==> src/rtl/sdc_wb_regs_pkg.sv <==
// Shared definitions for the SD host controller register file.
// Holds the register address map, event bit indices, COMMAND field
// positions and a byte-lane merge helper used by the write path.
package sdc_regs_pkg;

    // Register byte addresses (bits [1:0] are always zero)
    localparam logic [7:0] ADDR_ARGUMENT        = 8'h00;
    localparam logic [7:0] ADDR_COMMAND         = 8'h04;
    localparam logic [7:0] ADDR_RESP0           = 8'h08;
    localparam logic [7:0] ADDR_RESP1           = 8'h0C;
    localparam logic [7:0] ADDR_RESP2           = 8'h10;
    localparam logic [7:0] ADDR_RESP3           = 8'h14;
    localparam logic [7:0] ADDR_DATA_TIMEOUT    = 8'h18;
    localparam logic [7:0] ADDR_CONTROL         = 8'h1C;
    localparam logic [7:0] ADDR_CMD_TIMEOUT     = 8'h20;
    localparam logic [7:0] ADDR_CLOCK_DIVIDER   = 8'h24;
    localparam logic [7:0] ADDR_RESET           = 8'h28;
    localparam logic [7:0] ADDR_VOLTAGE         = 8'h2C;
    localparam logic [7:0] ADDR_CAPABILITIES    = 8'h30;
    localparam logic [7:0] ADDR_CMD_EVT_STATUS  = 8'h34;
    localparam logic [7:0] ADDR_CMD_EVT_ENABLE  = 8'h38;
    localparam logic [7:0] ADDR_DATA_EVT_STATUS = 8'h3C;
    localparam logic [7:0] ADDR_DATA_EVT_ENABLE = 8'h40;
    localparam logic [7:0] ADDR_BLOCK_SIZE      = 8'h44;
    localparam logic [7:0] ADDR_BLOCK_COUNT     = 8'h48;
    localparam logic [7:0] ADDR_DMA_ADDR        = 8'h60;

    localparam int unsigned EVT_W = 5;

    // Command event bits
    localparam int unsigned CMD_EVT_COMPLETE = 0;
    localparam int unsigned CMD_EVT_ERROR    = 1;
    localparam int unsigned CMD_EVT_TIMEOUT  = 2;
    localparam int unsigned CMD_EVT_CRC      = 3;
    localparam int unsigned CMD_EVT_INDEX    = 4;

    // Data event bits
    localparam int unsigned DATA_EVT_COMPLETE = 0;
    localparam int unsigned DATA_EVT_ERROR    = 1;
    localparam int unsigned DATA_EVT_TIMEOUT  = 2;
    localparam int unsigned DATA_EVT_CRC      = 3;
    localparam int unsigned DATA_EVT_FIFO     = 4;

    // COMMAND register field positions
    localparam int unsigned CMD_OPCODE_MSB = 13;
    localparam int unsigned CMD_OPCODE_LSB = 8;
    localparam int unsigned CMD_XFER_MSB   = 6;
    localparam int unsigned CMD_XFER_LSB   = 5;
    localparam int unsigned CMD_RSP_MSB    = 2;
    localparam int unsigned CMD_RSP_LSB    = 0;

    // Replace each byte of old_v whose lane enable is set.
    function automatic logic [31:0] be_merge(input logic [31:0] old_v,
                                             input logic [31:0] new_v,
                                             input logic [3:0]  sel);
        logic [31:0] r;
        r = old_v;
        for (int unsigned n = 0; n < 4; n++) begin
            if (sel[n]) r[8*n +: 8] = new_v[8*n +: 8];
        end
        return r;
    endfunction

endpackage

==> src/rtl/sdc_wb_regs_if.sv <==
// Wishbone B4 classic bus bundle for the register file.
// master: drives address/data/strobes; slave: returns read data and ack.
interface sdc_wb_regs_if;
    logic [31:0] wb_dat_i;
    logic [31:0] wb_dat_o;
    logic [7:0]  wb_adr_i;
    logic [3:0]  wb_sel_i;
    logic        wb_we_i;
    logic        wb_cyc_i;
    logic        wb_stb_i;
    logic        wb_ack_o;

    modport master (
        output wb_dat_i, wb_adr_i, wb_sel_i, wb_we_i, wb_cyc_i, wb_stb_i,
        input  wb_dat_o, wb_ack_o
    );

    modport slave (
        input  wb_dat_i, wb_adr_i, wb_sel_i, wb_we_i, wb_cyc_i, wb_stb_i,
        output wb_dat_o, wb_ack_o
    );
endinterface

==> src/rtl/sdc_evt_reg.sv <==
// 5-bit event status register: bus write-zero-to-clear plus hardware set.
// Ports: clk, reset_n (async low), wr_en_i/wr_dat_i (bus write, ANDed in),
//        set_i (event pulses, ORed in afterwards), status_o (stored flags).
module sdc_evt_reg
    import sdc_regs_pkg::*;
(
    input  logic             clk,
    input  logic             reset_n,
    input  logic             wr_en_i,
    input  logic [EVT_W-1:0] wr_dat_i,
    input  logic [EVT_W-1:0] set_i,
    output logic [EVT_W-1:0] status_o
);

    logic [EVT_W-1:0] status_q;
    logic [EVT_W-1:0] status_d;

    // Set is applied after the clear so a coincident event is never lost.
    always_comb begin
        status_d = status_q;
        if (wr_en_i) status_d = status_q & wr_dat_i;
        status_d = status_d | set_i;
    end

    always_ff @(posedge clk or negedge reset_n) begin
        if (!reset_n) status_q <= '0;
        else          status_q <= status_d;
    end

    assign status_o = status_q;

endmodule

==> src/rtl/sdc_wb_regs.sv <==
// SD host controller register file, Wishbone B4 classic slave.
// Ports: clk/reset_n (async low); wb (slave modport: 32-bit data, 8-bit byte
//        address, byte selects, single-cycle registered ack);
//        configuration outputs to the command/data engines; rsp_in/rsp_valid
//        response capture; cmd_evt/data_evt event pulses; int_cmd/int_data.
module sdc_wb_regs
    import sdc_regs_pkg::*;
#(
    parameter logic [31:0] CAPABILITIES  = 32'h0000_0000,
    parameter logic [31:0] VOLTAGE       = 32'h0000_0F00,
    parameter logic [11:0] BLKSIZE_RESET = 12'd511
) (
    input  logic         clk,
    input  logic         reset_n,
    sdc_wb_regs_if.slave wb,
    output logic [31:0]  argument,
    output logic [13:0]  command,
    output logic         cmd_start,
    output logic [23:0]  data_timeout,
    output logic [23:0]  cmd_timeout,
    output logic         bus_width_4,
    output logic [7:0]   clk_divider,
    output logic         soft_rst,
    output logic [11:0]  block_size,
    output logic [15:0]  block_count,
    output logic [31:0]  dma_addr,
    input  logic [127:0] rsp_in,
    input  logic         rsp_valid,
    input  logic [4:0]   cmd_evt,
    input  logic [4:0]   data_evt,
    output logic         int_cmd,
    output logic         int_data
);

    logic        ack_q, cmd_start_q;
    logic [31:0] dat_q;
    logic        access, wr;
    logic [7:0]  adr_w;
    logic [31:0] rd_val, merged;

    logic [31:0] argument_q,     argument_d;
    logic [13:0] command_q,      command_d;
    logic [23:0] data_timeout_q, data_timeout_d;
    logic        control_q,      control_d;
    logic [23:0] cmd_timeout_q,  cmd_timeout_d;
    logic [7:0]  clk_div_q,      clk_div_d;
    logic        reset_q,        reset_d;
    logic [4:0]  cmd_en_q,       cmd_en_d;
    logic [4:0]  data_en_q,      data_en_d;
    logic [11:0] blk_size_q,     blk_size_d;
    logic [15:0] blk_count_q,    blk_count_d;
    logic [31:0] dma_addr_q,     dma_addr_d;
    logic [31:0] rsp_q [4];
    logic [4:0]  cmd_status, data_status;

    assign access = wb.wb_cyc_i & wb.wb_stb_i & ~ack_q;
    assign wr     = access & wb.wb_we_i;
    assign adr_w  = {wb.wb_adr_i[7:2], 2'b00};

    always_comb begin
        rd_val = '0;
        unique case (adr_w)
            ADDR_ARGUMENT:        rd_val = argument_q;
            ADDR_COMMAND:         rd_val = {18'd0, command_q};
            ADDR_RESP0:           rd_val = rsp_q[0];
            ADDR_RESP1:           rd_val = rsp_q[1];
            ADDR_RESP2:           rd_val = rsp_q[2];
            ADDR_RESP3:           rd_val = rsp_q[3];
            ADDR_DATA_TIMEOUT:    rd_val = {8'd0, data_timeout_q};
            ADDR_CONTROL:         rd_val = {31'd0, control_q};
            ADDR_CMD_TIMEOUT:     rd_val = {8'd0, cmd_timeout_q};
            ADDR_CLOCK_DIVIDER:   rd_val = {24'd0, clk_div_q};
            ADDR_RESET:           rd_val = {31'd0, reset_q};
            ADDR_VOLTAGE:         rd_val = VOLTAGE;
            ADDR_CAPABILITIES:    rd_val = CAPABILITIES;
            ADDR_CMD_EVT_STATUS:  rd_val = {27'd0, cmd_status};
            ADDR_CMD_EVT_ENABLE:  rd_val = {27'd0, cmd_en_q};
            ADDR_DATA_EVT_STATUS: rd_val = {27'd0, data_status};
            ADDR_DATA_EVT_ENABLE: rd_val = {27'd0, data_en_q};
            ADDR_BLOCK_SIZE:      rd_val = {20'd0, blk_size_q};
            ADDR_BLOCK_COUNT:     rd_val = {16'd0, blk_count_q};
            ADDR_DMA_ADDR:        rd_val = dma_addr_q;
            default:              rd_val = '0;
        endcase
    end

    // The stored value (already zero-extended by the read mux) is merged with
    // the enabled write bytes, then truncated back to the register width.
    assign merged = be_merge(rd_val, wb.wb_dat_i, wb.wb_sel_i);

    always_comb begin
        argument_d     = argument_q;
        command_d      = command_q;
        data_timeout_d = data_timeout_q;
        control_d      = control_q;
        cmd_timeout_d  = cmd_timeout_q;
        clk_div_d      = clk_div_q;
        reset_d        = reset_q;
        cmd_en_d       = cmd_en_q;
        data_en_d      = data_en_q;
        blk_size_d     = blk_size_q;
        blk_count_d    = blk_count_q;
        dma_addr_d     = dma_addr_q;
        if (wr) begin
            unique case (adr_w)
                ADDR_ARGUMENT:        argument_d     = merged;
                ADDR_COMMAND:         command_d      = merged[13:0];
                ADDR_DATA_TIMEOUT:    data_timeout_d = merged[23:0];
                ADDR_CONTROL:         control_d      = merged[0];
                ADDR_CMD_TIMEOUT:     cmd_timeout_d  = merged[23:0];
                ADDR_CLOCK_DIVIDER:   clk_div_d      = merged[7:0];
                ADDR_RESET:           reset_d        = merged[0];
                ADDR_CMD_EVT_ENABLE:  cmd_en_d       = merged[4:0];
                ADDR_DATA_EVT_ENABLE: data_en_d      = merged[4:0];
                ADDR_BLOCK_SIZE:      blk_size_d     = merged[11:0];
                ADDR_BLOCK_COUNT:     blk_count_d    = merged[15:0];
                ADDR_DMA_ADDR:        dma_addr_d     = merged;
                default: ;
            endcase
        end
    end

    always_ff @(posedge clk or negedge reset_n) begin
        if (!reset_n) begin
            ack_q          <= 1'b0;
            dat_q          <= '0;
            cmd_start_q    <= 1'b0;
            argument_q     <= '0;
            command_q      <= '0;
            data_timeout_q <= '0;
            control_q      <= 1'b0;
            cmd_timeout_q  <= '0;
            clk_div_q      <= '0;
            reset_q        <= 1'b0;
            cmd_en_q       <= '0;
            data_en_q      <= '0;
            blk_size_q     <= BLKSIZE_RESET;
            blk_count_q    <= '0;
            dma_addr_q     <= '0;
            for (int unsigned k = 0; k < 4; k++) rsp_q[k] <= '0;
        end else begin
            ack_q          <= access;
            dat_q          <= access ? rd_val : '0;
            cmd_start_q    <= wr && (adr_w == ADDR_ARGUMENT);
            argument_q     <= argument_d;
            command_q      <= command_d;
            data_timeout_q <= data_timeout_d;
            control_q      <= control_d;
            cmd_timeout_q  <= cmd_timeout_d;
            clk_div_q      <= clk_div_d;
            reset_q        <= reset_d;
            cmd_en_q       <= cmd_en_d;
            data_en_q      <= data_en_d;
            blk_size_q     <= blk_size_d;
            blk_count_q    <= blk_count_d;
            dma_addr_q     <= dma_addr_d;
            if (rsp_valid) begin
                for (int unsigned k = 0; k < 4; k++) rsp_q[k] <= rsp_in[32*k +: 32];
            end
        end
    end

    sdc_evt_reg u_cmd_evt (
        .clk      (clk),
        .reset_n  (reset_n),
        .wr_en_i  (wr && (adr_w == ADDR_CMD_EVT_STATUS) && wb.wb_sel_i[0]),
        .wr_dat_i (wb.wb_dat_i[4:0]),
        .set_i    (cmd_evt),
        .status_o (cmd_status)
    );

    sdc_evt_reg u_data_evt (
        .clk      (clk),
        .reset_n  (reset_n),
        .wr_en_i  (wr && (adr_w == ADDR_DATA_EVT_STATUS) && wb.wb_sel_i[0]),
        .wr_dat_i (wb.wb_dat_i[4:0]),
        .set_i    (data_evt),
        .status_o (data_status)
    );

    assign wb.wb_ack_o  = ack_q;
    assign wb.wb_dat_o  = dat_q;
    assign cmd_start    = cmd_start_q;
    assign argument     = argument_q;
    assign command      = command_q;
    assign data_timeout = data_timeout_q;
    assign cmd_timeout  = cmd_timeout_q;
    assign bus_width_4  = control_q;
    assign clk_divider  = clk_div_q;
    assign soft_rst     = reset_q;
    assign block_size   = blk_size_q;
    assign block_count  = blk_count_q;
    assign dma_addr     = dma_addr_q;
    assign int_cmd      = |(cmd_status & cmd_en_q);
    assign int_data     = |(data_status & data_en_q);

endmodule

==> src/flat_wrapper.sv <==
// flat-port wrapper written by rule: the top's interface ports become plain ports
module sdc_wb_regs_flat import sdc_regs_pkg::*;
#(
    parameter logic [31:0] CAPABILITIES  = 32'h0000_0000,
    parameter logic [31:0] VOLTAGE       = 32'h0000_0F00,
    parameter logic [11:0] BLKSIZE_RESET = 12'd511
)
  (clk, reset_n, argument, command, cmd_start, data_timeout, cmd_timeout, bus_width_4, clk_divider, soft_rst, block_size, block_count, dma_addr, rsp_in, rsp_valid, cmd_evt, data_evt, int_cmd, int_data, wb_wb_dat_i, wb_wb_adr_i, wb_wb_sel_i, wb_wb_we_i, wb_wb_cyc_i, wb_wb_stb_i, wb_wb_dat_o, wb_wb_ack_o);
  sdc_wb_regs_if wb_i ();
  input  logic clk;
  input  logic reset_n;
  output logic [31:0] argument;
  output logic [13:0] command;
  output logic cmd_start;
  output logic [23:0] data_timeout;
  output logic [23:0] cmd_timeout;
  output logic bus_width_4;
  output logic [7:0] clk_divider;
  output logic soft_rst;
  output logic [11:0] block_size;
  output logic [15:0] block_count;
  output logic [31:0] dma_addr;
  input  logic [127:0] rsp_in;
  input  logic rsp_valid;
  input  logic [4:0] cmd_evt;
  input  logic [4:0] data_evt;
  output logic int_cmd;
  output logic int_data;
  input wire logic [$bits(wb_i.wb_dat_i)-1:0] wb_wb_dat_i;
  input wire logic [$bits(wb_i.wb_adr_i)-1:0] wb_wb_adr_i;
  input wire logic [$bits(wb_i.wb_sel_i)-1:0] wb_wb_sel_i;
  input wire logic [$bits(wb_i.wb_we_i)-1:0] wb_wb_we_i;
  input wire logic [$bits(wb_i.wb_cyc_i)-1:0] wb_wb_cyc_i;
  input wire logic [$bits(wb_i.wb_stb_i)-1:0] wb_wb_stb_i;
  output wire logic [$bits(wb_i.wb_dat_o)-1:0] wb_wb_dat_o;
  output wire logic [$bits(wb_i.wb_ack_o)-1:0] wb_wb_ack_o;
  assign wb_i.wb_dat_i = wb_wb_dat_i;
  assign wb_i.wb_adr_i = wb_wb_adr_i;
  assign wb_i.wb_sel_i = wb_wb_sel_i;
  assign wb_i.wb_we_i = wb_wb_we_i;
  assign wb_i.wb_cyc_i = wb_wb_cyc_i;
  assign wb_i.wb_stb_i = wb_wb_stb_i;
  assign wb_wb_dat_o = wb_i.wb_dat_o;
  assign wb_wb_ack_o = wb_i.wb_ack_o;
  sdc_wb_regs #(.CAPABILITIES(CAPABILITIES), .VOLTAGE(VOLTAGE), .BLKSIZE_RESET(BLKSIZE_RESET)) u_core (.clk(clk), .reset_n(reset_n), .wb(wb_i), .argument(argument), .command(command), .cmd_start(cmd_start), .data_timeout(data_timeout), .cmd_timeout(cmd_timeout), .bus_width_4(bus_width_4), .clk_divider(clk_divider), .soft_rst(soft_rst), .block_size(block_size), .block_count(block_count), .dma_addr(dma_addr), .rsp_in(rsp_in), .rsp_valid(rsp_valid), .cmd_evt(cmd_evt), .data_evt(data_evt), .int_cmd(int_cmd), .int_data(int_data));
endmodule
==> config.mk <==
export PLATFORM = sky130hd
export DESIGN_NAME = sdc_wb_regs_flat
export DESIGN_NICKNAME = d
export VERILOG_FILES = /design/src/rtl/sdc_wb_regs_pkg.sv /design/src/rtl/sdc_wb_regs_if.sv /design/src/rtl/sdc_evt_reg.sv /design/src/rtl/sdc_wb_regs.sv /design/src/flat_wrapper.sv
export SDC_FILE = /design/constraint.sdc
export NUM_CORES = 1
export LEC_CHECK = 0
export ABC_AREA = 1
export CAP_MARGIN = 30
export CORE_AREA = 2 2 180 199
export CTS_BUF_LIST = sky130_fd_sc_hd__clkbuf_2
export DETAILED_ROUTE_END_ITERATION = 16
export DIE_AREA = 0 0 182 201
export HOLD_SLACK_MARGIN = 0.12
export PLACE_DENSITY = 0.78
export SLEW_MARGIN = 0
export SYNTH_ARGS = -nofsm -noshare
export SYNTH_HDL_FRONTEND = slang
export SYNTH_SLANG_ARGS = --single-unit
==> constraint.sdc <==
create_clock -name clk -period 1.55 [get_ports clk]
set_input_delay 0.3875 -clock clk [delete_from_list [all_inputs] [get_ports clk]]
set_output_delay 0.3875 -clock clk [all_outputs]
set_load 0.01 [all_outputs]
==> impl_metrics.toml <==
[floorplan]
initial_core_util_pct = 46.2
die_y_um = 201
die_area_sq_um = 36600
core-area_sq_um = 34800
rows = 72
ios = 388
chipWidth_um = 182

[placed_design]
place_congestion = 0.984
dp_hpwl_mm = 46.1
place.port_buffers = 385

[logic_synthesis]
syn_area_per_cell_sq_um = 8.15
netlist_top_cells_count = "742 x nand2_1, 337 x dfrtp_1, 210 x nand3_1, 148 x o21ai_0, 145 x inv_1"
synth.distinct_cells = 30
yosysTopAreaCellShare_pct = 52.5
synth_area_sq_um = 16100
postSynthCellCount = 1973
yosysSeqAreaShare_pct = 53.9
synth_edf_count = 0
yosys_most_used_dff = "dfrtp_1"
ys_warn_count = 0
syn_nets = 2161
ys_async_sr_fraction_pct = 100
synth.most_common_cell = "nand2_1"
synth.area.top_cells = "dfrtp_1 52%, nand2_1 17%, nand3_1 6.5%"
yosys.area.top_type = "dfrtp_1"
ys_seq_elements = 346

[routing]
dr.pass1.iters = 6
wl_per_cell_um = 22.7
drcViolationCount = 0
via_per_inst = 5.69
drt_iter0_markers = 2228
wirelength_mm = 77.8
num_vias = 19465
ant_nets = 0

[clock_network]
numCtsBuffers = 87
path_clk_slew_ps = 110
cts_root_buf = "clkbuf_2"
htree_levels = 3
cts_tree = "built"
clockBufferDepth = 3
clkLatencyLatePin_ps = 1010
clkSinkCount = 346

[power_and_ir_drop]
p_leak_uw = 0.0141
power_density_nw_per_um2 = 727
peakVddDrop_mv = 0.521
total_power_uw = 19500

[sta]
rsz0062_at_grt = "true"
skew_ps = 86.3
fmax_mhz = 429
relSlewSlack_pct = 72.3
setup_ws_ps = -781
final_max_slew_viol_count = 0
hold_viol = 0
period_needed_ps = 2330
finalCritPeriodShare_pct = 150
finalSetupTns_ps = -112090
worstMarginPinSlew_ps = 415
setup_viol = 389

[global_routing]
grt_pass1_vias = 19333
grt_use_total_pct = 38.7
grt-ovfl-total = 0
grt_max_degree = 46
grt_pass1_wl_mm = 108
antenna_found_initial = 7

[run_status]
failed_checks = "setup timing"
status = "finished, violations left"

[min_path]
hold_class = "input pin to register"

[cells_and_area]
n_fill_cell = 2251
multi_input_area_sq_um = 7330
fin_nets = 3102
area_delta_synth_final_pct = 66.8
drive_above_1_share_pct = 36.2
regArea_sq_um = 8680

[worst_setup_path]
cp_max_fo = 2
path_class = "register to output pin"
startpoint_type = "register"
worst_ep_arrival_time_ps = 1940
end_kind = "output pin"
cp.required_ps = 1160

[run]
max_cap_violations = 0
[cells by family after synthesis]
| family | share of synthesized area, % |
|---|---|
| mux | 2.66 |
| compound gates | 7.00 |
| buf+inv | 6.27 |
| flops | 53.9 |
| simple gates | 30.1 |
[registers in the layout (all words and copies together), names as in the netlist]
| name | count |
|---|---|
| u_core.argument | 32 |
| u_core.block_count | 16 |
| u_core.block_size | 12 |
| u_core.bus_width_4 | 1 |
| u_core.clk_divider | 8 |
| u_core.cmd_en_q | 5 |
| u_core.cmd_start | 1 |
| u_core.cmd_timeout | 24 |
| u_core.command | 14 |
| u_core.data_en_q | 5 |
| u_core.data_timeout | 24 |
| u_core.dma_addr | 32 |
| u_core.rsp_q | 128 |
| u_core.soft_rst | 1 |
| u_core.u_cmd_evt.status_o | 5 |
| u_core.u_data_evt.status_o | 5 |
| u_core.wb.wb_ack_o | 1 |
| u_core.wb.wb_dat_o | 32 |
[worst max-delay path, stage by stage (launching register included)]
cell and delay [ps]:
dfrtp_1 430, nand2_1 80, nand2_1 50, a221oi_2 160
nand2_1 90, buf_2 140
[path summary, 6_finish.rpt]
path | cells after the start | to | from | slack [ps]
max | 5 | int_data | u_core.data_en_q[0]$_DFFE_PN0P_ | -780
min | 3 | u_core.u_data_evt.status_o[0]$_DFF_PN0_ | wb_wb_dat_i[0] | 150
max reg2reg | 11 | u_core.data_timeout[22]$_DFFE_PN0P_ | u_core.wb.wb_ack_o$_DFF_PN0_ | -310
min reg2reg | 2 | u_core.block_size[1]$_DFFE_PN1P_ | u_core.block_size[1]$_DFFE_PN1P_ | 500
max in group asynchronous | 4 | u_core.block_size[7]$_DFFE_PN1P_ | reset_n | 580
min in group asynchronous | 4 | u_core.data_timeout[10]$_DFFE_PN0P_ | reset_n | 640
[metal layers]
layer	global-route usage (%)	share of wire, %	vias up
met5	0	0.087	-
met4	24.9	7.3	8
met3	11.2	12	439
met2	62.4	47	1565
met1	45.2	34	9201
li1	-	-	8252
[final cells by class]
cell class / count / share of cell area, %
timing repair buffer: 942 / 33.1
clock buffer: 134 / 2.50
antenna: 3 / 0.0280
multi-input combinational: 1386 / 27.3
sequential: 346 / 32.4
tap: 444 / 2.07
clock inverter: 12 / 0.271
inverter: 151 / 2.30
[power by group]
| part | internal, uW | leakage (uW) | switching [uW] |
|---|---|---|---|
| Combinational | 1710 | 0.00906 | 1670 |
| Clock | 2400 | 0.000596 | 3880 |
| Sequential | 9510 | 0.00443 | 315 |
| Total | 13600 | 0.0141 | 5870 |
[cells in the final DEF (no fill, tap or decap), types with 10 or more instances in the layout]
| master | netlist | routed |
|---|---|---|
| buf_6 | 4 | 121 |
| nand2_4 | 2 | 18 |
| dfrtp_1 | 337 | 325 |
| nor2_1 | 101 | 75 |
| nand3_1 | 210 | 149 |
| nand3_2 | 10 | 65 |
| clkbuf_2 | 0 | 134 |
| nor2_2 | 8 | 17 |
| dlygate4sd3_1 | 0 | 142 |
| o21ai_2 | 0 | 11 |
| mux2_2 | 38 | 38 |
| inv_1 | 145 | 134 |
| o22ai_1 | 22 | 21 |
| o21ai_0 | 148 | 135 |
| clkbuf_16 | 0 | 10 |
| dfrtp_2 | 0 | 12 |
| or2_2 | 30 | 30 |
| nor2_4 | 7 | 24 |
| buf_2 | 23 | 118 |
| clkdlybuf4s50_1 | 0 | 178 |
| a21oi_1 | 23 | 21 |
| nand2_1 | 742 | 679 |
| nand2_2 | 7 | 54 |
| buf_4 | 8 | 312 |
| buf_12 | 0 | 46 |
[stage by stage]
step	setup slack, ps	cell area (sq um)	utilization, %	instances	hold WS (ps)
after floorplan	-17.0	16100	-	1973	91.9
after global placement	-1110	22000	63.3	2901	346
after detailed placement	-1180	22000	63.3	2901	348
after CTS	-758	24900	71.6	3343	125
after global routing	-849	26800	77.1	3417	119
final	-781	26800	77.1	3418	154
[what timing repair did]
item / in CTS / in global routing
endpoints found under the hold margin: 484 / 1
hold buffers: 142 / 1
resized for setup: 930 / 305
pin swaps: 14 / 87
setup buffers: 150 / 63
gates cloned: 5 / 12
endpoints found under the setup margin: 338 / 376
(Power assumes the default switching activity.)
==> patch: new RTL, same flow settings <==
`BLKSIZE_RESET` is set to 12'd511 in 2 places; all go to 12'd255.
--- a/src/rtl/sdc_wb_regs.sv
+++ b/src/rtl/sdc_wb_regs.sv
@@ -8,7 +8,7 @@
 #(
     parameter logic [31:0] CAPABILITIES  = 32'h0000_0000,
     parameter logic [31:0] VOLTAGE       = 32'h0000_0F00,
-    parameter logic [11:0] BLKSIZE_RESET = 12'd511
+    parameter logic [11:0] BLKSIZE_RESET = 12'd255
 ) (
     input  logic         clk,
     input  logic         reset_n,
--- a/src/flat_wrapper.sv
+++ b/src/flat_wrapper.sv
@@ -3,7 +3,7 @@
 #(
     parameter logic [31:0] CAPABILITIES  = 32'h0000_0000,
     parameter logic [31:0] VOLTAGE       = 32'h0000_0F00,
-    parameter logic [11:0] BLKSIZE_RESET = 12'd511
+    parameter logic [11:0] BLKSIZE_RESET = 12'd255
 )
   (clk, reset_n, argument, command, cmd_start, data_timeout, cmd_timeout, bus_width_4, clk_divider, soft_rst, block_size, block_count, dma_addr, rsp_in, rsp_valid, cmd_evt, data_evt, int_cmd, int_data, wb_wb_dat_i, wb_wb_adr_i, wb_wb_sel_i, wb_wb_we_i, wb_wb_cyc_i, wb_wb_stb_i, wb_wb_dat_o, wb_wb_ack_o);
   sdc_wb_regs_if wb_i ();
Check against the original RTL: not equivalent (Yosys sat finds a counterexample within 4 cycles, from zero or initial values and one cycle with reset_n low).
==> patch against the unedited design <==
The run still ends with negative setup slack left. Wire length decreased by 1.4%. Count of clock-buffer cells in the layout decreased by 5. Total power about the same. Die area unchanged. First-iteration DRC count decreased by 13%. Non-clock buffer count decreased by 9. Area after synthesis about the same. Sequential cell count unchanged. Setup slack improved by 32 ps. Cell area increased by 0.93%. Sequential share of layout area decreased by 0.29 points. Synthesized cell count unchanged. Core utilization increased by 0.72 points. Largest power group unchanged.
==> patch: results (changes against the unedited design) <==
run status complete, but fails checks; failing checks negative setup slack; WL/cell 22.5 um (-1.1%); largest net degree at the start of global routing 56 (+22%); Max Used Layer met4; Finish-stage setup viols 430 (+11%); Post-synth top cells nand2_1, dfrtp_1, nand3_1; clock-pin slew on the worst setup and hold paths about 100 ps; Rel. slew slack 0.392 (-0.331); first-pass GRT wire length 108000 um (about the same); Critical Path AT 1910 ps (-30 ps); critical path's slowest cell dfrtp_1; Max VDD drop 0.518 mV (-0.68%); reg-to-reg setup timing slack -260 ps (+50 ps); CTS Buf Count 89 (+2.3%); Detail Route met2 WL 35700 um (-1.8%); Min Hold Slack 189 ps (+35.0 ps); NetSw 5920 uW (+0.87%); met3 WL 8580 um (-8.5%); Placer Congestion 0.962 (-2.2%); min-delay src wb_wb_dat_i[24]; Finished Layout Cells 3409 (-0.26%); worst r2r dst u_core.argument[19]; Worst Hold End u_core.dma_addr[24]; met1 Use GR 0.461 (+0.00909); Initial DRC Count 1939 (-13%); number of global-route vias before repair 19300 (-0.30%); M2 GR Usage 0.626 (+0.00177); min setup slack post-route -750 ps (+31.6 ps); M1 WL 26400 um (+0.40%); Clock Skew 113 ps (+26.3 ps); Seq/Total Area, Yosys 0.539 (about the same); initial antenna violation count 2 (-5); Fill cells 2213 (-1.7%); GR Util met3 0.0936 (-0.0187); DP Area 22100 um^2 (+0.38%); dpl cells 2904 (+0.10%); Detail Placement HPWL 46100 um (about the same); leak pwr 0.0141 uW (+0.19%); Final TNS setup -95750 ps (+16340 ps); Final #Nets 3097 (-0.16%); clock latency on the worst-skew pair 980 ps (-30 ps); htree depth 3 (unchanged); layout cells sized above 1 0.371 (+0.00954); worst hold stages 4 (+1); routed vias/inst 5.67 (-0.44%); router iterations before antenna repair 9 (+3); Synth area leaders dfrtp_1, nand2_1, nand3_1, o21ai_0, inv_1; GRT Resource Usage Total 0.386 (-0.00138); Placement Setup Slack -1080 ps (+103 ps)
-- patch: layout make-up --
class                   instances  area, um^2  area share
inverters                     151         628      0.0232
diodes                          3        7.51    0.000277
repair buffers                933        8890       0.329
flip-flops and latches        346        8690       0.321
repair inverters                1        6.26    0.000231
clock inverters                15        88.8     0.00328
clock buffers                 129         646      0.0239
well taps                     444         556      0.0205
multi-input cells            1387        7560       0.279
-- patch: worst max-delay path by stage --
stage	cells past startpoint	slack (ps)	end	start
floorplan	12	-20	u_core.argument[1]	wb_wb_adr_i[6]
global placement	13	-1010	u_core.block_count[7]	wb_wb_adr_i[4]
detailed placement	14	-1080	u_core.argument[8]	wb_wb_adr_i[6]
CTS	5	-800	int_data	u_core.data_en_q[0]
global route	5	-880	int_data	u_core.data_en_q[0]
finish	5	-750	int_data	u_core.data_en_q[0]
-- patch: power groups by stage --
| stage | clock (uW) | combinational (uW) | sequential [uW] |
|---|---|---|---|
| 3_5_place_dp | 0 | 2580 | 10000 |
| 3_3_place_gp | 0 | 2530 | 9980 |
| 2_1_floorplan | 0 | 889 | 9950 |
| 5_1_grt | 6780 | 3620 | 9860 |
| 6_report | 6270 | 3410 | 9830 |
| 4_1_cts | 6230 | 3040 | 9790 |
-- patch: what timing repair did --
item | 4_1_cts | 5_1_grt
endpoints found under the setup margin | 353 | 433
setup buffers | 152 | 53
endpoints found under the hold margin | 484 | 2
resized for setup | 920 | 388
hold buffers | 142 | 2
gates cloned | 5 | 14
pin swaps | 11 | 112
-- patch: logic make-up after synthesis --
kind of cell | synth area share
buffers and inverters | 0.0627
AOI/OAI and AO/OA | 0.0700
and+or+nand+nor | 0.301
muxes | 0.0266
DFF | 0.539
